--- src/rtl/avr_cpu_exec_mul_if.sv ---
// ---------------------------------------------------------------------------
// avr_cpu_exec_mul_if
// Request/response bundle between the execute stage and the multi-cycle
// multiply unit.
//
// Signals (direction seen from the multiply unit, i.e. the slave modport):
//   start        in   1    request, taken only when the unit is not busy
//   mode         in   3    0 MUL, 1 MULS, 2 MULSU, 3 FMUL, 4 FMULS, 5 FMULSU
//                          (6-7 behave as MUL)
//   d_in         in   W    multiplicand (Rd)
//   r_in         in   W    multiplier (Rr)
//   flush        in   1    synchronous abort of an operation in flight
//   busy         out  1    iteration in progress
//   hold         out  1    stall request to the core
//   done         out  1    one-cycle pulse, result and flags valid
//   result       out  2W   product (shifted left by one for FMUL modes)
//   flag_c       out  1    SREG C value
//   flag_z       out  1    SREG Z value
//   status_write out  1    same as done, core writes C and Z
// ---------------------------------------------------------------------------
interface avr_cpu_exec_mul_if #(
  parameter int W = 8
);
  logic           start;
  logic [2:0]     mode;
  logic [W-1:0]   d_in;
  logic [W-1:0]   r_in;
  logic           flush;
  logic           busy;
  logic           hold;
  logic           done;
  logic [2*W-1:0] result;
  logic           flag_c;
  logic           flag_z;
  logic           status_write;

  // Core side.
  modport master (
    output start, mode, d_in, r_in, flush,
    input  busy, hold, done, result, flag_c, flag_z, status_write
  );

  // Multiply unit side.
  modport slave (
    input  start, mode, d_in, r_in, flush,
    output busy, hold, done, result, flag_c, flag_z, status_write
  );
endinterface

--- src/rtl/avr_cpu_exec_mul.sv ---
// ---------------------------------------------------------------------------
// avr_cpu_exec_mul
// Iterative multiply unit for the execute stage, covering the AVR
// MUL/MULS/MULSU/FMUL/FMULS/FMULSU family at operand width W. Operands are
// converted to magnitudes at accept, STEP multiplier bits are retired per
// cycle (N = W/STEP cycles), and the sign is re-applied on the last
// iteration. The core is stalled through hold while the unit computes.
//
// Ports:
//   clk  in  1   core clock, rising edge
//   rst  in  1   asynchronous, active-low reset
//   bus  slave modport of avr_cpu_exec_mul_if (start/mode/d_in/r_in/flush
//        in; busy/hold/done/result/flag_c/flag_z/status_write out)
//
// Parameters:
//   W     operand width, product is 2W bits
//   STEP  multiplier bits retired per cycle, W must be a multiple of STEP
// ---------------------------------------------------------------------------
module avr_cpu_exec_mul #(
  parameter int W    = 8,
  parameter int STEP = 2
) (
  input  logic               clk,
  input  logic               rst,
  avr_cpu_exec_mul_if.slave  bus
);

  localparam int N  = W / STEP;
  localparam int CW = (N > 1) ? $clog2(N) : 1;
  localparam int PW = 2 * W;

  typedef enum logic {
    S_IDLE = 1'b0,
    S_RUN  = 1'b1
  } state_t;

  state_t          r_state;
  logic            r_frac;
  logic            r_sign;
  logic [PW-1:0]   r_mcand;   // |Rd|, pre-shifted to the weight of the current step
  logic [W-1:0]    r_mplier;  // |Rr|, next STEP bits sit at the bottom
  logic [PW-1:0]   r_acc;
  logic [CW-1:0]   r_cnt;
  logic            r_busy;
  logic            r_done;
  logic [PW-1:0]   r_result;
  logic            r_flag_c;
  logic            r_flag_z;

  // -------------------------------------------------------------------------
  // Mode decode and operand magnitudes at accept
  // -------------------------------------------------------------------------
  logic          w_d_signed;
  logic          w_r_signed;
  logic          w_frac_in;
  logic          w_d_neg;
  logic          w_r_neg;
  logic [W-1:0]  w_d_abs;
  logic [W-1:0]  w_r_abs;

  always_comb begin
    w_d_signed = 1'b0;
    w_r_signed = 1'b0;
    w_frac_in  = 1'b0;
    case (bus.mode)
      3'd1: begin w_d_signed = 1'b1; w_r_signed = 1'b1; end
      3'd2: begin w_d_signed = 1'b1; end
      3'd3: begin w_frac_in  = 1'b1; end
      3'd4: begin w_d_signed = 1'b1; w_r_signed = 1'b1; w_frac_in = 1'b1; end
      3'd5: begin w_d_signed = 1'b1; w_frac_in  = 1'b1; end
      default: ;
    endcase
  end

  assign w_d_neg = w_d_signed & bus.d_in[W-1];
  assign w_r_neg = w_r_signed & bus.r_in[W-1];

  // The most negative value maps to 2^(W-1), which still fits in W unsigned bits.
  assign w_d_abs = w_d_neg ? (~bus.d_in + 1'b1) : bus.d_in;
  assign w_r_abs = w_r_neg ? (~bus.r_in + 1'b1) : bus.r_in;

  // -------------------------------------------------------------------------
  // One iteration: |Rd| times the next STEP bits of |Rr|
  // -------------------------------------------------------------------------
  logic [PW-1:0] w_pp [STEP];
  logic [PW-1:0] w_step_sum;
  logic [PW-1:0] w_acc_next;

  genvar gi;
  generate
    for (gi = 0; gi < STEP; gi++) begin : g_pp
      assign w_pp[gi] = r_mplier[gi] ? (r_mcand << gi) : '0;
    end
  endgenerate

  always_comb begin
    w_step_sum = '0;
    for (int j = 0; j < STEP; j++) begin
      w_step_sum = w_step_sum + w_pp[j];
    end
  end

  assign w_acc_next = r_acc + w_step_sum;

  // -------------------------------------------------------------------------
  // Final product, sign re-applied, fractional shift
  // -------------------------------------------------------------------------
  logic          w_last;
  logic [PW-1:0] w_prod;
  logic [PW-1:0] w_res_final;

  assign w_last      = (r_cnt == CW'(N - 1));
  assign w_prod      = r_sign ? (PW'(0) - w_acc_next) : w_acc_next;
  assign w_res_final = r_frac ? {w_prod[PW-2:0], 1'b0} : w_prod;

  // -------------------------------------------------------------------------
  // Control FSM with registered outputs
  // -------------------------------------------------------------------------
  always_ff @(posedge clk or negedge rst) begin
    if (!rst) begin
      r_state  <= S_IDLE;
      r_frac   <= 1'b0;
      r_sign   <= 1'b0;
      r_mcand  <= '0;
      r_mplier <= '0;
      r_acc    <= '0;
      r_cnt    <= '0;
      r_busy   <= 1'b0;
      r_done   <= 1'b0;
      r_result <= '0;
      r_flag_c <= 1'b0;
      r_flag_z <= 1'b0;
    end else begin
      r_done <= 1'b0;
      case (r_state)
        S_IDLE: begin
          // flush on the same edge drops the request
          if (bus.start && !bus.flush) begin
            r_state  <= S_RUN;
            r_busy   <= 1'b1;
            r_frac   <= w_frac_in;
            r_sign   <= w_d_neg ^ w_r_neg;
            r_mcand  <= PW'(w_d_abs);
            r_mplier <= w_r_abs;
            r_acc    <= '0;
            r_cnt    <= '0;
          end
        end

        S_RUN: begin
          if (bus.flush) begin
            // Abort quietly, result and flags keep the last completion.
            r_state <= S_IDLE;
            r_busy  <= 1'b0;
          end else begin
            r_acc    <= w_acc_next;
            r_mcand  <= r_mcand << STEP;
            r_mplier <= r_mplier >> STEP;
            r_cnt    <= r_cnt + 1'b1;
            if (w_last) begin
              r_state  <= S_IDLE;
              r_busy   <= 1'b0;
              r_done   <= 1'b1;
              r_result <= w_res_final;
              r_flag_c <= w_prod[PW-1];          // C is taken before the FMUL shift
              r_flag_z <= (w_res_final == '0);
            end
          end
        end

        default: begin
          r_state <= S_IDLE;
          r_busy  <= 1'b0;
        end
      endcase
    end
  end

  // -------------------------------------------------------------------------
  // Outputs
  // -------------------------------------------------------------------------
  // hold covers the request cycle itself so the core stalls before busy rises;
  // it drops in the done cycle to let the core advance and write back.
  assign bus.hold         = (bus.start && (r_state == S_IDLE)) || r_busy;
  assign bus.busy         = r_busy;
  assign bus.done         = r_done;
  assign bus.status_write = r_done;
  assign bus.result       = r_result;
  assign bus.flag_c       = r_flag_c;
  assign bus.flag_z       = r_flag_z;

endmodule

--- src/flat_wrapper.sv ---
// flat-port wrapper written by rule: the top's interface ports become plain ports
module avr_cpu_exec_mul_flat 
#(
  parameter int W    = 8,
  parameter int STEP = 2
)
  (clk, rst, bus_start, bus_mode, bus_d_in, bus_r_in, bus_flush, bus_busy, bus_hold, bus_done, bus_result, bus_flag_c, bus_flag_z, bus_status_write);
  avr_cpu_exec_mul_if #(.W(W)) bus_i ();
  input  logic clk;
  input  logic rst;
  input wire logic [$bits(bus_i.start)-1:0] bus_start;
  input wire logic [$bits(bus_i.mode)-1:0] bus_mode;
  input wire logic [$bits(bus_i.d_in)-1:0] bus_d_in;
  input wire logic [$bits(bus_i.r_in)-1:0] bus_r_in;
  input wire logic [$bits(bus_i.flush)-1:0] bus_flush;
  output wire logic [$bits(bus_i.busy)-1:0] bus_busy;
  output wire logic [$bits(bus_i.hold)-1:0] bus_hold;
  output wire logic [$bits(bus_i.done)-1:0] bus_done;
  output wire logic [$bits(bus_i.result)-1:0] bus_result;
  output wire logic [$bits(bus_i.flag_c)-1:0] bus_flag_c;
  output wire logic [$bits(bus_i.flag_z)-1:0] bus_flag_z;
  output wire logic [$bits(bus_i.status_write)-1:0] bus_status_write;
  assign bus_i.start = bus_start;
  assign bus_i.mode = bus_mode;
  assign bus_i.d_in = bus_d_in;
  assign bus_i.r_in = bus_r_in;
  assign bus_i.flush = bus_flush;
  assign bus_busy = bus_i.busy;
  assign bus_hold = bus_i.hold;
  assign bus_done = bus_i.done;
  assign bus_result = bus_i.result;
  assign bus_flag_c = bus_i.flag_c;
  assign bus_flag_z = bus_i.flag_z;
  assign bus_status_write = bus_i.status_write;
  avr_cpu_exec_mul #(.W(W), .STEP(STEP)) u_core (.clk(clk), .rst(rst), .bus(bus_i));
endmodule
--- config.mk ---
export PLATFORM = sky130hd
export DESIGN_NAME = avr_cpu_exec_mul_flat
export DESIGN_NICKNAME = d
export VERILOG_FILES = /design/src/rtl/avr_cpu_exec_mul_if.sv /design/src/rtl/avr_cpu_exec_mul.sv /design/src/flat_wrapper.sv
export SDC_FILE = /design/constraint.sdc
export NUM_CORES = 1
export LEC_CHECK = 0
export CORE_MARGIN = 3
export CORE_UTILIZATION = 60
export CTS_BUF_LIST = sky130_fd_sc_hd__clkbuf_4
export CTS_CLUSTER_DIAMETER = 30
export CTS_CLUSTER_SIZE = 30
export DETAILED_ROUTE_END_ITERATION = 10
export GPL_ROUTABILITY_DRIVEN = 0
export PLACE_DENSITY = 0.92
export SKIP_CTS_REPAIR_TIMING = 1
export SYNTH_ARGS = -nofsm -noshare
export SYNTH_HDL_FRONTEND = slang
export SYNTH_SLANG_ARGS = --single-unit
--- constraint.sdc ---
create_clock -name clk -period 6.3 [get_ports clk]
set_clock_uncertainty 0.15 [all_clocks]
set_input_delay 0.945 -clock clk [delete_from_list [all_inputs] [get_ports clk]]
set_output_delay 0.945 -clock clk [all_outputs]
set_load 0.01 [all_outputs]
---- After elaboration in Yosys (flattened, before gate mapping) ----
Index checks and enable logic that the tools add are counted.
word-level totals
  input bits .............................. 23
  output and inout bits ................... 22
  bits in registers ....................... 65
operators by class
  bitwise gates (word level) .............. 7
  mux-type cells .......................... 32
  equal/unequal tests ..................... 9
  add/sub/neg operators ................... 6
  reductions and logical operators ........ 12
operator list
  kind                   count
  $mux 16                8
  $pmux 16 s2            2
  $add 16x16->16         2
  $mux 8                 4
  $add 8x1->8 const B    2
  $logic_not 16->1       1
  $not 8->8              2
  $pmux 8 s2             1
  $sub 1x16->16 const A  1
  $mux 1                 12
  $eq 3x2->1 const B     2
  $eq 3x3->1 const B     2
  $reduce_and 2->1       3
  $mux 2                 2
  $pmux 1 s2             2
  $pmux 2 s2             1
  $reduce_or 4->1        1
  $eq 3x1->1 const B     1
  $ne 3x3->1 const B     1
  $reduce_and 3->1       1
  $reduce_or 3->1        1
  $add 2x1->2 const B    1
  $and 1x1->1            2
  $eq 2x2->1 const B     1
  other kinds (8)        10

---- Logic depth before layout (Yosys ltp) ----
Gate-level depths: netlist of run 1.
  depth after elaboration ................. 7
  mapped depth ............................ 16
  depth with buffers taken out ............ 15

---- Least setup slack after synthesis of run 1 ----
No wires, ideal clock.
  kind .................................... flip-flop to flip-flop
  from .................................... register u_core.r_mplier[1]
  to ...................................... register u_core.r_flag_z (netlist: u_core.bus.flag_z)
  path slack .............................. 1.654 ns
  period minus slack after synthesis ...... 4.646 ns
  library setup time ...................... 0.092 ns
  required time ........................... 6.058 ns
  cell stages (with the launch flop) ...... 16
  arrival ................................. 4.405 ns
  path buffers ............................ 2
  path through ............................ dfrtp_1 > clkbuf_1 > clkbuf_1 > nand2_1 > fa_1 > inv_1 > ha_1 > nand2_1 > o31a_2 > xnor2_1 > or4_4 > o41ai_4 > xnor2_1 > or4b_1 > or4_1 > o31ai_2
on the way
  longest elaborated chain between the ends .. 7
RTL lines
  item                    RTL line                 source
  start, declared         avr_cpu_exec_mul.sv:41   logic [W-1:0] r_mplier;
  start signal, assigned  avr_cpu_exec_mul.sv:144  r_mplier <= w_r_abs;
  start signal, assigned  avr_cpu_exec_mul.sv:158  r_mplier <= r_mplier >> STEP;
  $mux 16 (*)             avr_cpu_exec_mul.sv:92   assign w_pp[gi] = r_mplier[gi] ? (r_mcand << gi) : '0;
  $add 16x16->16 (*)      avr_cpu_exec_mul.sv:99   w_step_sum = w_step_sum + w_pp[j];
  $add 16x16->16 (*)      avr_cpu_exec_mul.sv:103  assign w_acc_next = r_acc + w_step_sum;
  $sub 1x16->16           avr_cpu_exec_mul.sv:113  assign w_prod = r_sign ? (PW'(0) - w_acc_next) : w_acc_next;
  $mux 16 (*)             avr_cpu_exec_mul.sv:113
  $mux 16 (*)             avr_cpu_exec_mul.sv:114  assign w_res_final = r_frac ? {w_prod[PW-2:0], 1'b0} : w_prod;
  $logic_not 16->1 (*)    avr_cpu_exec_mul.sv:166  r_flag_z <= (w_res_final == '0);
  end signal, assigned    avr_cpu_exec_mul.sv:166
  end, declared           avr_cpu_exec_mul.sv:48   logic r_flag_z;
Every way passes the cells marked *; elsewhere a longest branch is shown, timed or not.
A chain may end at the register's enable or synchronous reset.

---- Worst setup path in the final report of run 1 ----
Same ends and word-level chain as after synthesis.

==> results of run 1 <==
[path summary, 6_finish.rpt]
path | from | to | slack, ns | depth (start not counted)
worst max-delay path | u_core.r_mplier[1] | u_core.bus.flag_z | 1.14 | 14
worst min-delay path | u_core.bus.result[9] | u_core.bus.result[9] | 0.34 | 2
worst max register to register | u_core.r_mplier[1] | u_core.bus.flag_z | 1.14 | 14
worst min register to register | u_core.bus.result[9] | u_core.bus.result[9] | 0.34 | 2
max in group asynchronous | rst | u_core.r_acc[14] | 4.93 | 2
min in group asynchronous | rst | u_core.bus.flag_c | 0.50 | 2
[sequential cells by signal, summed over array words and instances (netlist names), 2 cells and up]
name               count
u_core.bus.result     16
u_core.r_acc          16
u_core.r_cnt           2
u_core.r_mcand        16
u_core.r_mplier        8
[cells in the final DEF (no fill, tap or decap), types with 4 or more instances in the layout]
cell type	synthesis	layout
sky130_fd_sc_hd__nor4_1	4	4
sky130_fd_sc_hd__xnor2_1	22	22
sky130_fd_sc_hd__buf_4	1	4
sky130_fd_sc_hd__nand2_1	103	103
sky130_fd_sc_hd__nand2b_1	12	12
sky130_fd_sc_hd__o31ai_1	9	9
sky130_fd_sc_hd__inv_1	54	54
sky130_fd_sc_hd__and2_1	5	5
sky130_fd_sc_hd__o21ai_1	10	10
sky130_fd_sc_hd__clkbuf_4	0	9
sky130_fd_sc_hd__or3_1	9	9
sky130_fd_sc_hd__nor3_1	6	6
sky130_fd_sc_hd__o21ai_0	50	50
sky130_fd_sc_hd__nand3_1	20	20
sky130_fd_sc_hd__clkdlybuf4s50_1	0	43
sky130_fd_sc_hd__mux2i_1	12	12
sky130_fd_sc_hd__fa_1	15	15
sky130_fd_sc_hd__xor2_1	7	7
sky130_fd_sc_hd__dfrtp_1	65	65
sky130_fd_sc_hd__ha_1	19	19
sky130_fd_sc_hd__nor2_1	29	29
sky130_fd_sc_hd__a21oi_1	38	38
[through the flow]
step                hold WS (ns)  cell area [um2]
global placement          0.3104             5288
floorplan                 0.2996             4826
detailed placement        0.3190             5288
CTS                       0.3442             5393
finish                    0.3394             5393
global route              0.3733             5393
[power breakdown]
group          total, W  internal (W)  leakage, nW  switching, W
clock network  0.000235     0.0000760       0.0566      0.000159
logic           0.00105      0.000442         1.57      0.000608
registers      0.000606      0.000516        0.868     0.0000896
total           0.00189       0.00103         2.50      0.000856
[layer usage]
| layer | GRT usage [%] | vias to the layer above | share of wire, % |
|---|---|---|---|
| li1 | - | 2028 | - |
| met2 | 41.63 | 101 | 49 |
| met1 | 32.67 | 1948 | 44 |
| met4 | 9.123 | 0 | 1.8 |
| met3 | 4.657 | 18 | 4.4 |
| met5 | 0 | - | 0 |
[cell usage after synthesis, drive strengths merged, types with 3 or more instances]
library cell  number  area [um2]
nor3               6       30.03
nand3             22       120.1
o41ai              4       53.81
a211o              3       27.53
nor2b              3       18.77
or4                3       26.27
o31ai             11       101.3
nor4               4       25.02
mux2i             12       120.1
fa                15       300.3
a21oi             38       190.2
nand3b             4       33.78
clkbuf            20       105.1
nand2b            12       75.07
a31oi              3       18.77
or3                9       56.30
xor2               7       61.31
nor2              29       108.9
xnor2             24       225.2
a211oi             4       40.03
o21ai             60       300.3
inv               54       202.7
nand2            103       386.6
ha                19       237.7
buf                6       26.28
o21a               3       22.52
a22o               4       36.29
and2               5       31.28
dfrtp             65        1627
[critical path, cell delays in order (launching register included)]
cell and delay, ns:
sky130_fd_sc_hd__dfrtp_1 0.64, sky130_fd_sc_hd__nand2_1 0.17, sky130_fd_sc_hd__fa_1 0.54, sky130_fd_sc_hd__inv_1 0.05, sky130_fd_sc_hd__ha_1 0.22, sky130_fd_sc_hd__fa_1 0.42
sky130_fd_sc_hd__a211o_1 0.33, sky130_fd_sc_hd__a221o_2 0.40, sky130_fd_sc_hd__xor2_1 0.25, sky130_fd_sc_hd__a2111oi_2 0.30, sky130_fd_sc_hd__or4b_4 0.53, sky130_fd_sc_hd__o21ai_1 0.19
sky130_fd_sc_hd__xnor2_1 0.14, sky130_fd_sc_hd__or4_1 0.57, sky130_fd_sc_hd__o31ai_2 0.20
[kinds of logic after synthesis]
kind of cell | count (synthesis) | synth area share [%]
compound gates | 142 | 18.85
xor+xnor | 32 | 6.404
fa+ha+maj | 34 | 11.15
buf+inv | 80 | 6.922
flops | 65 | 33.70
mux | 13 | 2.722
simple gates | 208 | 20.25
[cell type report]
class	count	area, um2	share of cell area, %
Multi-Input combinational cell	429	2865	53.13
Sequential cell	65	1627	30.16
Timing Repair Buffer	48	465.4	8.631
Inverter	54	202.7	3.759
Tap cell	102	127.6	2.367
Clock buffer	9	67.56	1.253
Clock inverter	7	37.54	0.6961
==> run summary, run 1 <==
The flow ran to the end, and the final reports show no timing, DRC or antenna violations. The power density over the cells came out at 350.6 nW/um2. The insertion delay of the later-clocked pin in the worst-skew pair came out at 0.43 ns. CTS saw 65 sinks. The share of synthesized flip-flops with an asynchronous set or reset is 100.0%. The worst setup path is of the reg -> reg kind. The final design utilization is 69.43%.

When the netlist entered floorplanning its net count stood at 631. The transition time at the pin with the least slew margin is 0.9313 ns. For the final routed database, the setup TNS stands at 0 ns.

The number of warnings printed during yosys synthesis is 0. The proportion of layout cells with a drive suffix above 1 came out at 6.373%. The number of antenna violations at the first check in global routing is 0. The peak fanout along the critical path is 16. The cell count after synthesis is 574. The H-tree generated during clock tree synthesis spans 3 levels. The synthesized design contains 65 register bits. Among all flip-flop cells after synthesis, the most frequent one is sky130_fd_sc_hd__dfrtp_1. The detailed-placement wirelength estimate came out at 7972 um. TritonCTS built the clock tree. The longest clock path from root to sink contains 2 buffers.

The count of fill cells added during filler insertion came out at 604. The average cell area after synthesis came out at 8.407 um2. The remaining max-slew budget at the tightest pin is 37.69%.

The clock-pin slew of the registers on the worst-case setup and hold paths is 0.12 ns. The area of the core is 7767 um2. The summed instance area of the synthesized netlist came out at 4826 um2. The setup violation total in the final timing report came out at 0. The average routed wire per standard cell is 14.76 um. The iteration-0 DRC count of the detailed router is 184. The layout net count is 664. The die outline area is 9156 um2. The tightest min-delay check is of the reg -> reg type.

The first detailed-routing pass took 5 iterations. The total clock buffers created by CTS came out at 9. The die height is 95.69 um.

For the worst setup path, the data arrival time is 5.36 ns. Of the available clock period, the critical path in the final layout requires 81.89%. The required time reported for the critical path endpoint came out at 6.50 ns.

Prior to clock tree synthesis, the placed netlist has a worst setup slack of 1.188 ns. The total power after layout came out at 0.001891 W. The floorplan has 32 rows. The via count of the first global-routing pass came to 3914. The maximum number of pins on one net before global-route repair is 66. The kind of end point of the critical path is a flop. The count of non-filler cells in the finished layout is 714. Setup slack closes at 1.141 ns.

In this run, placement finished with an instance count of 698. Clock tree synthesis selected as its root buffer the cell sky130_fd_sc_hd__clkbuf_4. The routed layout has 4095 vias. The number of pins with negative max-slew slack in the final report came out at 0.

The standby leakage power came out at 2.498 nW. The total detailed-routing wirelength is 10540 um. The number of input and output port buffers inserted came out at 44.

The via density per instance came out at 5.735. The number of endpoints with negative hold slack in the final report is 0. The die outline width came out at 95.69 um.

The first global-routing pass estimated 17870 um of wire. The initial core utilization is 62.13%. The element type at the critical path start is a flop. The minimum period implied by the final worst setup slack came out at 5.159 ns.

The I/O pin count came out at 45. The leftover overflow at the end of global routing is 0. For this run, the register share of the synthesized area comes to 33.70%.

The final antenna-violating net count is 0. The reported max-cap violation count is 0. The number of flops mapped to enable cells by yosys came out at 0. The post-detailed-route DRC marker count is 0. The achievable clock frequency is 193.8 MHz. The global router's overall resource usage came out at 25.08%. The count of cell types in the netlist came out at 61. The area growth from synthesis to layout is 11.74%.

Setup repair after global routing left no endpoint under its margin. The number of antenna diodes is 0. The maximum resistive drop on vdd came out at 166.7 uV.
No activity file was read; power rests on OpenSTA's default activity.
==> run 2: changes to the inputs <==
Clock period 6.3 ns to 4.8 ns, I/O delays scaled along.
==> run 2 against run 1 <==
Routed wire length increased by 13%. Die area unchanged. Non-clock buffer count increased by 16. Clock power increased by 53%. Critical path type unchanged. Design area increased by 5.3%. First-iteration DRC count increased by 110%. Hold slack got worse by 0.029 ns. Combinational power increased by 56%. Via count increased by 7.4%. Flip-flop and latch count unchanged. Global-route usage increased by 0.34 points.
==> run summary, run 2 (synthesis gave the netlist of run 1 again) <==
The critical path goes through buf_4 > buf_6 > nand2_1 > fa_1 > inv_1 > ha_4 > a211o_1 > a221o_2 > o31ai_4 > xnor2_4 > o41ai_4 > xnor2_2 > or4b_1 > or4_4 > o31ai_2. The standby leakage power came out at 2.617 nW. The total clock buffers created by CTS came out at 9. The number of endpoints with negative hold slack in the final report is 0. The post-detailed-route DRC marker count is 0. The data arrival time of the worst path came out at 4.96 ns. The class of the tightest hold or removal check is in -> async. The total negative slack came out at 0 ns. The run finished with clean final reports. The layout has 548 filler cells. The count of non-filler cells in the finished layout is 730.

Of the available clock period, the critical path in the final layout requires 99.59%. In this run the horizontal extent of the chip is 95.69 um. The number of core rows came out at 32. The total detailed-routing wirelength is 11890 um. The via density per instance is 6.023. The die height is 95.69 um.

Setup violations remaining at the end of the flow were counted as 0. The die outline area came out at 9156 um2. The leftover overflow at the end of global routing came out at 0. The number of detailed-route iterations in the first pass is 5. The worst register-to-register path ends at u_core.bus.flag_z. The number of antenna diodes came out at 0.

The transition time at the pin with the least slew margin came out at 0.9388 ns. The setup slack of the most critical reg-to-reg path came out at 0.02 ns. Measured in cells, the most critical reg-to-reg path has a length of 15. The reported max-cap violation count came out at 0. The first routing iteration left 390 violations.

The area growth from synthesis to layout is 17.71%. The top cell types in the final layout, fill and taps aside, are 101 x sky130_fd_sc_hd__nand2_1, 65 x sky130_fd_sc_hd__dfrtp_1, 53 x sky130_fd_sc_hd__inv_1. Timing analysis after detailed placement gives a worst setup slack of 0.1295 ns. The final antenna-violating net count came out at 0. The portion of total power attributed to sequential cells came out at 28.2%. The maximum clock insertion buffer count came out at 2. The number of H-tree levels came out at 3. The clock sink total came out at 65. The remaining max-slew budget at the tightest pin came out at 37.41%.

At the end of the flow, the number of nets in the layout was 680. The later pin in the worst-skew pair is clocked with a latency of 0.42 ns. The total net switching power is 0.001245 W.

Dividing total power by cell area gives a power density of 489.1 nW/um2. The worst setup path is captured at a flop. The number of input and output port buffers inserted is 44. For this block, the via count after detailed routing is 4397. The detailed-placement wirelength estimate came out at 8210 um. The global router's overall resource usage is 25.42%. In this run the critical register-to-register path is launched from u_core.r_mplier[1]. During I/O placement, the number of pins put on the boundary was 45. The switching power share of the total came out at 44.81%.

The worst-case IR drop observed on VDD is 207.6 uV. The CTS tree is yes. Timing would allow up to 209.2 MHz. The via count of the first global-routing pass is 4030.

The area of the core came out at 7767 um2. Once placement completed, the tool counted placed cells totaling 704. The minimum period implied by the final worst setup slack is 4.780 ns. The element type at the critical path start is a flop. Of all nets on the critical path, the largest fanout is 13. The number of antenna violations at the first check in global routing came to 0.

In this run, the combinational gates consume 58.9% of the power. The total internal power came out at 0.001533 W. The critical path's largest stage delay came out at 0.54 ns. The clock network burns 12.9% of the power. The proportion of layout cells with a drive suffix above 1 is 11.62%. Leaving out fill and tap cells, the most frequent cell in the layout is sky130_fd_sc_hd__nand2_1.

In this run the clock root is driven by a sky130_fd_sc_hd__clkbuf_4. The initial core utilization is 62.13%. The required time reported for the critical path endpoint is 4.98 ns. The number of pins with negative max-slew slack in the final report is 0. The maximum number of pins on one net before global-route repair is 66. The final worst hold slack is 0.3102 ns. The clock-pin slew of the registers on the worst-case setup and hold paths came out at 0.12 ns. Setup repair after global routing could not meet its margin everywhere.

The first global-routing pass estimated 18380 um of wire. On the critical path, the stage with the largest delay is an instance of sky130_fd_sc_hd__or4b_1. The critical path is of the reg -> reg type. The total power after layout came out at 0.002778 W. The average routed wire per standard cell came out at 16.28 um. The final setup slack of the worst path came out at 0.01955 ns.
==> run 2: changes by cell type in the layout (fill, tap and decap cells not counted), sizes merged <==
cell,delta
bufinv,+1
clkinvlp,-1
buf,+16
==> run 2: metal layers <==
layer | track usage (%) | up-vias | routed length (um)
met5 | 0 | - | 0
met4 | 6.635 | 0 | 302
met3 | 5.130 | 42 | 805
met2 | 42.73 | 197 | 5900
met1 | 33.50 | 2101 | 4879
li1 | - | 2057 | -
==> run 2: worst max path at each step <==
stage / slack (ns) / cells after the start / startpoint / endpoint
after floorplan: 0.15 / 15 / u_core.r_mplier[1] / u_core.bus.flag_z
after global placement: 0.25 / 14 / u_core.r_mplier[1] / u_core.bus.flag_z
after detailed placement: 0.13 / 14 / u_core.r_mcand[0] / u_core.bus.flag_z
after CTS: 0.07 / 14 / u_core.r_mcand[0] / u_core.bus.flag_z
after global routing: -0.09 / 15 / u_core.r_mplier[1] / u_core.bus.flag_z
final: 0.02 / 15 / u_core.r_mplier[1] / u_core.bus.flag_z
==> run 2: layout make-up <==
class	count	area [um2]	area share (%)
Timing Repair Buffer	64	589.3	10.37
Clock buffer	9	67.56	1.189
Sequential cell	65	1627	28.63
Clock inverter	7	61.31	1.079
Multi-Input combinational cell	429	3005	52.91
Inverter	54	202.7	3.568
Tap cell	102	127.6	2.247
==> run 2: critical path: cells and delay by family (launching register included) <==
kind                     cells  cell delay (ns)
AO/OA/AOI/OAI                5             1.67
AND/OR/NAND/NOR              3             1.05
adder cells (fa/ha/maj)      2             0.76
flip-flops                   1             0.43
buffers and inverters        3             0.36
XOR/XNOR                     2             0.27
==> run 2: metrics by stage <==
step                      cell area [um2]  util (%)
after global routing                 5680     73.13
after global placement               5333     68.65
after CTS                            5461     70.31
after detailed placement             5333     68.65
after floorplan                      4826         -
final                                5680     73.13
==> run 2: power by group through the flow <==
| stage | registers, W | logic, W | clock network, W |
|---|---|---|---|
| 6_report | 0.000783 | 0.00164 | 0.000359 |
| 5_1_grt | 0.000798 | 0.00180 | 0.000388 |
| 4_1_cts | 0.000777 | 0.00143 | 0.000361 |
| 3_5_place_dp | 0.000788 | 0.00142 | 0 |
| 3_3_place_gp | 0.000777 | 0.00135 | 0 |
| 2_1_floorplan | 0.000777 | 0.00102 | 0 |
